$ cat config.mk
export PLATFORM = sky130hd
export DESIGN_NAME = serial_word_collector
export DESIGN_NICKNAME = d
export VERILOG_FILES = /design/src/rtl/serial_word_collector_pkg.sv /design/src/rtl/serial_word_collector_sipo_shift_reg.sv /design/src/rtl/serial_word_collector.sv
export SDC_FILE = /design/constraint.sdc
export NUM_CORES = 1
export LEC_CHECK = 0
export CAP_MARGIN = 30
export CORE_MARGIN = 4
export CORE_UTILIZATION = 54
export CTS_CLUSTER_SIZE = 40
export DETAILED_ROUTE_END_ITERATION = 7
export PLACE_DENSITY_LB_ADDON = 0.15
export SKIP_LAST_GASP = 1
export SLEW_MARGIN = 20
export SYNTH_ARGS = -nofsm -noshare
export SYNTH_HDL_FRONTEND = slang
export SYNTH_SLANG_ARGS = --single-unit
export TNS_END_PERCENT = 100
$ cat constraint.sdc
create_clock -name CLK -period 2.46 [get_ports CLK]
set_input_delay 0.492 -clock CLK [delete_from_list [all_inputs] [get_ports CLK]]
set_output_delay 0.492 -clock CLK [all_outputs]
set_load 0.01 [all_outputs]
$ cat src/rtl/serial_word_collector_pkg.sv
// Shared definitions for the serial word collector and its shift-register
// slice: FSM state encoding, default word length, counter sizing.
package serial_word_collector_pkg;

    // Default word length, shared with the transmitting accumulator_shift_reg.
    localparam int DEFAULT_WIDTH = 8;

    typedef enum logic {
        IDLE  = 1'b0,
        SHIFT = 1'b1
    } state_t;

    // Bit counter must hold values 0..width inclusive.
    function automatic int count_width(input int width);
        return $clog2(width + 1);
    endfunction

endpackage

$ cat src/rtl/serial_word_collector_sipo_shift_reg.sv
// Serial-in/parallel-out shift register with bit counter. The completing bit
// is merged combinationally into word so the full frame is visible on the
// same edge that done is high.
module sipo_shift_reg
    import serial_word_collector_pkg::*;
#(
    parameter int WIDTH     = DEFAULT_WIDTH,
    parameter bit LSB_FIRST = 1'b1
) (
    input  logic             clk,
    input  logic             rst,
    input  logic             restart,
    input  logic             capture,
    input  logic             si,
    output logic [WIDTH-1:0] word,
    output logic             done
);

    localparam int CW = count_width(WIDTH);
    localparam logic [CW-1:0] LAST = CW'(WIDTH - 1);

    logic [WIDTH-1:0] sr;
    logic [WIDTH-1:0] base_sr;
    logic [WIDTH-1:0] next_sr;
    logic [CW-1:0]    cnt;
    logic [CW-1:0]    base_cnt;

    // Restart discards the partial frame before the current bit is merged.
    always_comb begin
        // NOTE: every always_comb output gets a value on every path, else a latch is inferred.
        base_sr  = sr;
        base_cnt = cnt;
        if (restart) begin
            base_sr  = '0;
            base_cnt = '0;
        end
    end

    generate
        if (LSB_FIRST) begin : g_lsb
            assign next_sr = {si, base_sr[WIDTH-1:1]};
        end else begin : g_msb
            assign next_sr = {base_sr[WIDTH-2:0], si};
        end
    endgenerate

    assign done = capture && (base_cnt == LAST);
    assign word = next_sr;

    // Shift in one bit per qualified strobe; count wraps to zero on completion.
    always_ff @(posedge clk or posedge rst) begin
        // NOTE: sequential state uses <= so every flop samples pre-edge values.
        if (rst) begin
            sr  <= '0;
            cnt <= '0;
        end else if (capture) begin
            sr  <= next_sr;
            cnt <= done ? '0 : base_cnt + 1'b1;
        end else if (restart) begin
            sr  <= '0;
            cnt <= '0;
        end
    end

endmodule

$ cat src/rtl/serial_word_collector.sv
// Serial receiver: frames WIDTH strobed bits into a word, hands it to a
// holding register with a valid/ack handshake, and flags dropped words.
module serial_word_collector
    import serial_word_collector_pkg::*;
#(
    parameter int WIDTH     = DEFAULT_WIDTH,
    parameter bit LSB_FIRST = 1'b1
) (
    input  logic             CLK,
    input  logic             RST,
    input  logic             Start,
    input  logic             Si,
    input  logic             SiE,
    input  logic             Pack,
    output logic [WIDTH-1:0] Pout,
    output logic             Pvalid,
    output logic             Busy,
    output logic             Overrun
);

    state_t           state;
    logic             capture;
    logic             done;
    logic [WIDTH-1:0] word;

    // A bit is taken in SHIFT, or in the very cycle a frame starts.
    assign capture = SiE && ((state == SHIFT) || Start);

    sipo_shift_reg #(
        .WIDTH     (WIDTH),
        .LSB_FIRST (LSB_FIRST)
    ) u_sipo (
        .clk     (CLK),
        .rst     (RST),
        .restart (Start),
        .capture (capture),
        .si      (Si),
        .word    (word),
        .done    (done)
    );

    // Frame FSM; Busy is registered alongside the state it mirrors.
    always_ff @(posedge CLK or posedge RST) begin
        if (RST) begin
            state <= IDLE;
            Busy  <= 1'b0;
        end else begin
            case (state)
                IDLE: begin
                    if (Start) begin
                        state <= SHIFT;
                        Busy  <= 1'b1;
                    end
                end
                SHIFT: begin
                    if (done) begin
                        state <= IDLE;
                        Busy  <= 1'b0;
                    end
                end
                default: begin
                    state <= IDLE;
                    Busy  <= 1'b0;
                end
            endcase
        end
    end

    // Holding register: accept a finished word unless the previous one is
    // still unacknowledged, in which case the new one is dropped and flagged.
    always_ff @(posedge CLK or posedge RST) begin
        if (RST) begin
            Pout    <= '0;
            Pvalid  <= 1'b0;
            Overrun <= 1'b0;
        end else if (done) begin
            if (!Pvalid || Pack) begin
                Pout   <= word;
                Pvalid <= 1'b1;
            end else begin
                Overrun <= 1'b1;
            end
        end else if (Pack && Pvalid) begin
            Pvalid <= 1'b0;
        end
    end

endmodule

==> results of run 1 <==
[worst max-delay path by stage]
stage          endpoint  slack (ps)  depth (start not counted)
6_report        Pout[0]         400                          6
5_1_grt         Pout[0]         340                          6
3_5_place_dp    Pout[6]          70                          6
4_1_cts         Pout[6]         410                          6
2_1_floorplan   Pout[7]         450                          7
3_3_place_gp    Pout[7]         130                          6
[registers in the layout, indices dropped and copies added, names as in the netlist]
register	count
u_sipo.cnt	4
Busy	1
state	1
Pvalid	1
Pout	8
Overrun	1
u_sipo.sr	7
[layout make-up]
cell class / instances / area [um2] / share of cell area [%]
multi-input cells: 52 / 410 / 32.8
inverters: 3 / 11.3 / 0.899
flip-flops and latches: 23 / 576 / 46.0
clock buffers: 4 / 26.3 / 2.10
well taps: 25 / 31.3 / 2.50
repair buffers: 21 / 198 / 15.8
[routing by layer]
metal	wire length, um	up-vias	GRT usage, %
met5	0	-	0
met4	32	0	9.17
met3	86	4	3.79
met2	852	19	27.1
met1	773	328	21.0
li1	-	313	-
[power groups by stage]
stage	clock, uW	combinational [uW]	sequential [uW]
6_report	174	61.2	394
5_1_grt	205	68.2	396
4_1_cts	179	62.4	394
3_5_place_dp	0	61.9	401
3_3_place_gp	0	60.4	401
2_1_floorplan	0	37.9	401
[logic make-up after synthesis]
kind of cell,after synthesis
compound gates,6
xor+xnor,2
fa+ha+maj,1
buf+inv,6
flops,23
mux,16
simple gates,27
[Yosys cell counts (2+ instances only)]
cell type / number / area share (%)
sky130_fd_sc_hd__dfrtp_1: 23 / 57
sky130_fd_sc_hd__nor2_1: 11 / 4.1
sky130_fd_sc_hd__mux2_2: 9 / 10
sky130_fd_sc_hd__mux2i_1: 7 / 6.9
sky130_fd_sc_hd__and2b_1: 5 / 3.7
sky130_fd_sc_hd__nor2b_1: 5 / 3.1
sky130_fd_sc_hd__inv_1: 3 / 1.1
sky130_fd_sc_hd__o21ai_0: 3 / 1.5
sky130_fd_sc_hd__buf_2: 2 / 0.98
sky130_fd_sc_hd__nand2_1: 2 / 0.74
sky130_fd_sc_hd__xnor2_1: 2 / 1.7
[metrics by stage]
stage	cell area, um2	util [%]	instances	total power, uW
after global routing	1250	71.0	128	669
after floorplan	1020	-	81	438
after detailed placement	1230	69.5	124	463
final	1250	71.0	128	629
after global placement	1230	69.5	124	462
after CTS	1250	71.0	128	635
[critical path, delay by kind of cell]
family                     cells  cell delay (ps)
adders and majority gates      1              230
buffers and inverters          1              460
muxes                          1              390
and+or+nand+nor                3              690
==> results, run 1 <==
- The pin slew with the least headroom to its limit is 407 ps.
- Dividing the detail-routed via count by the number of cells gives 5.19.
- In this run the static leakage power is between 0.0006 and 0.0007 uW.
- The maximum number of pins on one net before global-route repair is 24.
- The simple-gate portion of the synthesized area is between 10% and 20%.
- Among all flip-flop cells after synthesis, the most frequent one is sky130_fd_sc_hd__dfrtp_1.
- The area overhead of the layout relative to synthesis is 23.0%.
- The floorplan die area is between 2000 and 3000 um2.
- The post-synthesis instance total is between 80 and 90.
- The hold path startpoint is Overrun.
- The total number of H-tree levels is 1.
- The internal power is between 400 and 500 uW.
- Counting I/O delays and the setup requirement, the final critical path takes 2060 ps.
- The slowest cell on the critical path is sky130_fd_sc_hd__clkdlybuf4s50_1.
- The count of flip-flops with a built-in enable after synthesis is 0.
- The worst setup slack after placement is ~70 ps.
- After clock tree synthesis, the clock-pin slew on the worst setup and hold paths is 120 ps.
- For this run, design rule violations remaining after detail routing come to 0.
- The adder-cell area share of the yosys netlist is approximately 1.2%.
- Measured against its own limit, the worst slew margin works out to 72.8%.
- For this run, the number of Yosys warnings is 0.
- In this run the tool buffered the top-level ports with 16 buffer cells.
- The detail route stage leaves a number of antenna-violating nets equal to 0.
- The max-capacitance violation count is 0.
- The number of gates given a new drive strength after cts is 0.
- The count of final max-slew check failures is 0.
- The post-route netlist has slightly below 20% of its cells at a drive strength greater than 1.
- The worst setup path startpoint is Start.
- The fraction of power spent switching nets is between 20% and 30%.
- For this design the top-level I/O count stands at 17.
- Summed over all layers, the global routing overflow is 0.
- The share of total power in the clock network is ~28%.
- The flow ran to the end, and the final reports show no timing, DRC or antenna violations.
- Data arrives at the worst endpoint at around 2300 ps.
- In this run, distinct cell masters in the synthesized netlist total 20.
- The setup check on the worst reg-to-reg path leaves a slack of approximately 700 ps.
- The maximum fanout count along the critical path is 8.
- The most common cell after layout, fill and taps aside is sky130_fd_sc_hd__dfrtp_1.
- The via count of the first global-routing pass came to between 700 and 800.
- For the worst flop-to-flop path, the logic depth is 5.
- The tightest min-delay check is of the reg -> reg type.
- The area of the mapped netlist is 1020 um2.
- Power spread over the standard cell area amounts to 503 nW/um2.
- At the end of routability-driven placement, the weighted congestion stood at 0.809.
- The analysis attributes to net switching a power of approximately 150 uW.
- On the worst path, the slowest cell contributes a delay of between 400 and 500 ps.
- The root buffer cell is sky130_fd_sc_hd__clkbuf_4.
- Walking the worst path, the cells encountered are clkdlybuf4s50_1 -> nor2b_1 -> ha_1 -> nand2b_1 -> nor3_4 -> mux2_2.
- Post-CTS timing repair inserted 0 buffers for setup.
- The count of TritonRoute iterations in the first routing pass is 4.
- The worst register-to-register path ends at Pout[0].
- After floorplanning, the core was divided into 15 placement rows.
- The setup clock skew after layout is 1.97 ps.
- The post-layout worst setup margin is ~400 ps.
- The clock tree buffer depth is 2.
- For hold timing, the worst endpoint is Overrun.
- The multiplexer fraction of the synthesized cell area is 16.8%.
- The synthesized-area fraction occupied by ao, oa, aoi and oai cells is under 10%.
- When the netlist entered floorplanning its net count stood at 88.
- Leaving out fill and tap cells, the most frequent cells in the layout are 23 x sky130_fd_sc_hd__dfrtp_1, 16 x sky130_fd_sc_hd__clkdlybuf4s50_1, 11 x sky130_fd_sc_hd__nor2_1, 9 x sky130_fd_sc_hd__mux2_2, 7 x sky130_fd_sc_hd__mux2i_1.
- The later pin in the worst-skew pair is clocked with a latency of approximately 310 ps.
- The detailed-route wire length per cell is between 10 and 15 um.
- The worst setup path is captured at a flip-flop.
- The number of clock buffers added by TritonCTS is 3.
- The vertical die dimension is ~51 um.
- The initial cell density of the core is just under 60%.
- The total wirelength of the detailed-routed design is roughly 1.7 mm.
- The core region is between 1500 and 2000 um2.
- In the synthesized netlist the async set-or-reset flop fraction comes to 100%.
- The count of hold-fix buffers inserted at cts is 0.
- The sink count of the clock tree is 23.
- The smallest hold slack is around 470 ps.
- The startpoint identified for the worst register-to-register timing path is u_sipo.cnt[0].
- The number of antenna violations at the first check in global routing is 0.
- Combinational logic is responsible for approximately 9.7% of the overall power.
- The count of inserted antenna diode cells is 0.
- TritonCTS built the clock tree.
- In the final timing run, aggregate negative setup slack is 0 ps.
- After synthesis, flip-flops and latches occupy 56.5% of the total area.
- The sequential share of power is between 60 and 70%.
- The layout has 160 filler cells.
- After the first detailed-routing iteration, the DRC count stood at 9.
- The horizontal die dimension is around 51 um.
- At the worst endpoint, the required time is roughly 2700 ps.
- Setup violations remaining at the end of the flow were counted as 0.
- The main combinational cell family by area after synthesis is multiplexers.
- The average footprint of a synthesized cell is 12.6 um2.
- After Yosys synthesis, XOR and XNOR cells account for under 10% of the synthesized area.
- The cell depth of the worst hold path is 1.
- The maximum vdd drop is roughly 0.42 mV.
- For this block, the via count after detailed routing is around 660.
- The post-route fraction of the period consumed by the critical path is a little over four fifths.
- The wire length of the first global-routing pass is ~3.2 mm.
- The critical path is of the in -> reg type.
- The final count of hold timing violations is 0.
- In the final design database the tool counted between 100 and 150 nets.
- The upper clock frequency limit is ~0.49 GHz.
- Setup repair after global routing left no endpoint under its margin.
- The synthesis-stage register bit count is 23.
- STA classifies the critical path startpoint as a primary input.
- The HPWL after detailed placement is around 1.3 mm.
- The total global-route track usage is between 15 and 20%.
Power figures use the tool's default switching activity.
==> run 2: changes to the inputs <==
--- a/config.mk
+++ b/config.mk
@@ -7,7 +7,7 @@
 export LEC_CHECK = 0
 export CAP_MARGIN = 30
 export CORE_MARGIN = 4
-export CORE_UTILIZATION = 54
+export CORE_UTILIZATION = 46
 export CTS_CLUSTER_SIZE = 40
 export DETAILED_ROUTE_END_ITERATION = 7
 export PLACE_DENSITY_LB_ADDON = 0.15
==> constraint.sdc (replaced) <==
create_clock -name CLK -period 1.7 [get_ports CLK]
set_input_delay 0.34 -clock CLK [delete_from_list [all_inputs] [get_ports CLK]]
set_output_delay 0.34 -clock CLK [all_outputs]
set_load 0.01 [all_outputs]
==> results, run 2 (synthesis gave the netlist of run 1 again) <==
- The run finished with clean final reports.
- Compared with the post-synthesis result, the final layout area differs by 36.1%.
- The top cell types in the final layout, fill and taps aside, are 23 x sky130_fd_sc_hd__dfrtp_1, 15 x sky130_fd_sc_hd__clkdlybuf4s50_1, 14 x sky130_fd_sc_hd__buf_4, 11 x sky130_fd_sc_hd__nor2_1, 8 x sky130_fd_sc_hd__mux2_4.
- The element type at the critical path start is a flip-flop.
- After the first detailed-routing iteration, the DRC count stood at 12.
- The final HPWL from detailed placement is approximately 1.5 mm.
- The max-capacitance violation count is 0.
- The total wirelength of the detailed-routed design is approximately 2 mm.
- The endpoint identified for the worst register-to-register timing path is Pout[1].
- The largest registers in the layout are Pout (8), u_sipo.sr (7), u_sipo.cnt (4).
- The path depth of the worst reg2reg path is 6.
- The shortest period the worst path allows is 1570 ps.
- The post-route fraction of the period consumed by the critical path is roughly 90%.
- TritonCTS created 3 clock buffers.
- The number of filler cells placed in the layout is roughly 150.
- The reported leakage power is around 0.00069 uW.
- The clock tree buffer depth is 2.
- The worst setup path is captured at a flip-flop.
- The count of final max-slew check failures came to 0.
- In this run the worst path has a maximum fanout of 5.
- The class of the worst hold path is in -> async.
- Entering global routing, the biggest net connects 15 pins.
- The core region area is roughly 2000 um2.
- The floorplan die area is 3030 um2.
- STA puts the critical path data arrival time at between 1500 and 2000 ps.
- Summed over all failing endpoints, the final setup total negative slack is 0 ps.
- The vertical die dimension is 55.1 um.
- The count of buffers added on input and output ports is 16.
- In this run, placement finished with an instance count of between 100 and 150.
- After clock tree synthesis, the clock-pin slew on the worst setup and hold paths is approximately 120 ps.
- The register with the most flip-flops in the final layout is Pout.
- The final count of negative-setup-slack endpoints is 0.
- The root buffer cell chosen for the clock tree is sky130_fd_sc_hd__clkbuf_4.
- The count of nets after finishing is 120.
- For this configuration, the core starts out at a cell density of between 50% and 60%.
- The worst pin sits at a relative slew slack of between 70% and 80%.
- The final count of hold timing violations came to 0.
- The critical path in this run is classified as reg -> reg.
- STA puts the critical path data required time at about 1900 ps.
- For this run, the detailed router's first-pass iteration total came to 4.
- The number of non-filler instances in the completed layout is ~140.
- From left edge to right edge, the die measures around 55 um.
- The via count of the first global-routing pass came to ~750.
- The first global-routing pass estimated 3.35 mm of wire.
- In this run the number of H-tree levels came out at 1.
- The power per unit of standard cell area is 666 nW/um2.
- At the pin with the least slew margin, the transition time is ~360 ps.
- Setup repair after global routing left no endpoint under its margin.
- The layout cell share with drive strength beyond 1 is roughly 30%.
- The detailed router placed between 600 and 700 vias in this run.
- The startpoint identified for the worst register-to-register timing path is u_sipo.cnt[1].
- The placer congestion estimate is just over 0.7.
- The upper clock frequency limit is approximately 0.64 GHz.
- The floorplan has 16 rows.
- The register with the most flip-flops in the layout has 8 of them.
- The detailed-route wire length per cell is 14.0 um.
- 17 I/O pins were placed.
- The maximum vdd drop is between 0.4 and 0.5 mV.
- CTS saw 23 sinks.
- Global routing used roughly 16% of the available tracks.
- The count of inserted antenna diode cells is 0.
- The via density per instance is 4.78.
- TritonCTS built the clock tree.
- In this run the register-to-register setup slack is about 130 ps.
- The source-to-sink clock delay at the later pin of the worst-skew pair is about 300 ps.
- The leftover overflow at the end of global routing is 0.
- The multi-input combinational cell area is 475 um2.
- Clock skew on the completed layout was measured at approximately 1.4 ps.
- The post-route DRC violation count is 0.
- The number of antenna violations at the first check in global routing is 0.
- The area occupied by registers is 576 um2.
- The library cell used most frequently in the layout, excluding fill and tap cells, is sky130_fd_sc_hd__dfrtp_1.
- In this run the remaining antenna-violating nets after routing total 0.
-- run 2: stage by stage --
| stage | total power, uW | setup slack (ps) | util [%] | hold slack [ps] | instance area, um2 |
|---|---|---|---|---|---|
| after global routing | 971 | 66.4 | 68.6 | 282 | 1390 |
| after CTS | 939 | 115 | 68.6 | 267 | 1390 |
| final | 924 | 132 | 68.6 | 268 | 1390 |
| after global placement | 692 | -381 | 67.3 | 443 | 1360 |
| after detailed placement | 694 | -427 | 67.3 | 443 | 1360 |
| after floorplan | 651 | -121 | - | 342 | 1100 |
-- run 2: worst max-delay path, cell delays in order, from the launching register on --
cell and delay, ps:
sky130_fd_sc_hd__dfrtp_1 380, sky130_fd_sc_hd__nor2b_4 180, sky130_fd_sc_hd__ha_4 170, sky130_fd_sc_hd__nand2b_4 60, sky130_fd_sc_hd__nor3_4 180, sky130_fd_sc_hd__buf_4 190, sky130_fd_sc_hd__mux2_4 310
-- run 2: power by group --
part	switching [uW]	leakage, uW	internal, uW
logic	50.2	0.000364	60.9
registers	8.71	0.000307	562
clock network	151	0.0000150	91.3
-- run 2: area by class of cell --
| class | instances | share of cell area (%) |
|---|---|---|
| Sequential cell | 23 | 41.5 |
| Multi-Input combinational cell | 52 | 34.3 |
| Timing Repair Buffer | 30 | 19.0 |
| Tap cell | 27 | 2.44 |
| Clock buffer | 4 | 1.90 |
| Inverter | 3 | 0.812 |
-- run 2: worst max path at each step --
stage          slack, ps     startpoint       to
2_1_floorplan       -120          Start  Pout[0]
3_3_place_gp        -380          Start  Pout[2]
3_5_place_dp        -430          Start  Pout[1]
4_1_cts              120  u_sipo.cnt[1]  Pout[1]
5_1_grt               70  u_sipo.cnt[1]  Pout[0]
6_report             130  u_sipo.cnt[1]  Pout[1]
-- run 2: routing by layer --
metal	vias up	GRT usage (%)	wire length, um
li1	331	-	-
met1	318	19.1	871
met2	13	27.4	964
met3	2	3.22	87
met4	0	7.29	19
met5	-	0	0
-- run 2: timing repair --
| action | in CTS | in global routing |
|---|---|---|
| endpoints found under the setup margin | 9 | 0 |
| resized for setup | 1 | 0 |
| hold buffers | 0 | 0 |
| setup buffers | 0 | 0 |
==> run 3: changes to the inputs <==
--- a/config.mk
+++ b/config.mk
@@ -11,7 +11,6 @@
 export CTS_CLUSTER_SIZE = 40
 export DETAILED_ROUTE_END_ITERATION = 7
 export PLACE_DENSITY_LB_ADDON = 0.15
-export SKIP_LAST_GASP = 1
 export SLEW_MARGIN = 20
 export SYNTH_ARGS = -nofsm -noshare
 export SYNTH_HDL_FRONTEND = slang
==> results of run 3 <==
No change in the layout: final DEF, timing and power equal those of run 2.
==> RTL change, RTL diff (config.mk and constraints of run 3) <==
`LSB_FIRST` is set to 1'b1 in 2 places; all go to 1'b0.
--- a/src/rtl/serial_word_collector_sipo_shift_reg.sv
+++ b/src/rtl/serial_word_collector_sipo_shift_reg.sv
@@ -7,3 +7,3 @@
     parameter int WIDTH     = DEFAULT_WIDTH,
-    parameter bit LSB_FIRST = 1'b1
+    parameter bit LSB_FIRST = 1'b0
 ) (
--- a/src/rtl/serial_word_collector.sv
+++ b/src/rtl/serial_word_collector.sv
@@ -6,3 +6,3 @@
     parameter int WIDTH     = DEFAULT_WIDTH,
-    parameter bit LSB_FIRST = 1'b1
+    parameter bit LSB_FIRST = 1'b0
 ) (
Function: changed (a bounded check fails within 10 cycles, from zero or initial values and one cycle with RST high).
==> RTL change against run 3 <==
The run now ends with setup timing left. Sequential share of layout area up 2.2 points. Count of clock-buffer cells in the layout down 1. Sequential cell count unchanged. Wire length down 5.0%. Design area down 5.1%. Die area down 5.0%. Total power down 1.8%. Synthesized cell count down 4.9%. Clock skew up 0.0087 ns. Synthesized area down 5.8%. Fmax down 12%. Setup slack worse by 0.21 ns. Highest routed layer unchanged.
==> RTL change: results <==
export IMPL_timing_final_ws_setup_ns=-0.0768
export IMPL_critPathArrivalTime_ns=1.98
export IMPL_ys_types=23
export IMPL_grt_max_degree=24
export IMPL_synth_nets=84
export IMPL_fill_cells=186
export IMPL_p_leak_nw=0.640
export IMPL_fin_worst_skew_ns=0.0102
export IMPL_avgSynthCellArea_um2=12.5
export IMPL_path_max_fanout=4
export IMPL_post_dp_hpwl_um=1280
export IMPL_use_met3_pct=3.05
export IMPL_layout_drive_gt1_share_pct=28.7
export IMPL_max_slew_margin_rel_pct=77.1
export IMPL_status="complete, but fails checks"
export IMPL_num_vias=685
export IMPL_grt_first_pass_wirelength_um=3220
export IMPL_fin_nets=116
export IMPL_setup_viol=8
export IMPL_met1_usage_pct=20.5
export IMPL_track_usage_pct=15.7
export IMPL_yosys_top_cells_count="dfrtp_1, nor2_1, mux2_2"
export IMPL_wl_um=1850
export IMPL_violations="setup timing"
export IMPL_grt_pass1_vias=730
export IMPL_met2_usage_pct=23.8
export IMPL_drt_iter0_markers=4
export IMPL_gp_congestion=0.841
export IMPL_drt_pass1_iter_count=2
[RTL change: changes by cell type after synthesis, sizes merged, moves of 2 or more]
cell and delta:
and2b -5, buf -2, inv +2, nand3 +2
nor2b -2
[RTL change: layer usage]
metal | share of wire, % | vias to the layer above
met4 | 1.7 | 0
met5 | 0 | -
met2 | 47 | 10
li1 | - | 328
met3 | 3.3 | 4
met1 | 48 | 343
[RTL change: worst max-delay path: cells and delay by family (launching register included)]
family | cells | cell delay [ns]
adders and majority gates | 1 | 0.19
buffers and inverters | 1 | 0.20
muxes | 1 | 0.30
DFF | 1 | 0.39
and+or+nand+nor | 3 | 0.61
[RTL change: through the flow]
stage	utilization, %	hold slack (ns)	power, mW
2_1_floorplan	-	0.342	0.629
6_report	67.1	0.350	0.907
3_3_place_gp	62.9	0.439	0.661
4_1_cts	66.7	0.364	0.914
3_5_place_dp	62.9	0.455	0.662
5_1_grt	67.1	0.369	0.948
[RTL change: path summary, 6_finish.rpt]
| kind | to | slack (ns) | cells past startpoint |
|---|---|---|---|
| max in group asynchronous | Pout[6]$_DFFE_PP0P_ | 1.11 | 3 |
| min reg2reg | Overrun$_DFFE_PP0P_ | 0.48 | 1 |
| min in group CLK | Overrun$_DFFE_PP0P_ | 0.48 | 1 |
| min | Pout[2]$_DFFE_PP0P_ | 0.35 | 3 |
| max reg2reg | Pout[0]$_DFFE_PP0P_ | -0.08 | 6 |
| max | Pout[0]$_DFFE_PP0P_ | -0.08 | 6 |
[RTL change: logic make-up (layout without fill, tap and decap cells)]
family,count (synthesis),after routing,share of synthesized area (%)
and+or+nand+nor,22,22,12.9
xor gates and xnor gates,2,2,1.83
DFF,23,23,60.0
AOI/OAI and AO/OA,7,7,4.43
buffers and inverters,7,38,2.87
adders and majority gates,1,1,1.30
muxes,15,15,16.7
[RTL change: cell type report]
class                           instances  area (um2)  area share [%]
Clock buffer                            3        22.5            1.71
Clock inverter                          1        5.00           0.380
Inverter                                5        18.8            1.43
Multi-Input combinational cell         47         404            30.7
Sequential cell                        23         576            43.7
Tap cell                               27        33.8            2.57
Timing Repair Buffer                   29         256            19.5
[RTL change: report_power, final]
part	switching [mW]	internal (mW)
sequential	0.00861	0.560
combinational	0.0419	0.0468
clock	0.162	0.0878
[RTL change: timing repair]
item,4_1_cts,5_1_grt
buffers inserted,2,1
pin swaps,2,0
resized for setup,10,0
endpoints found under the setup margin,13,12
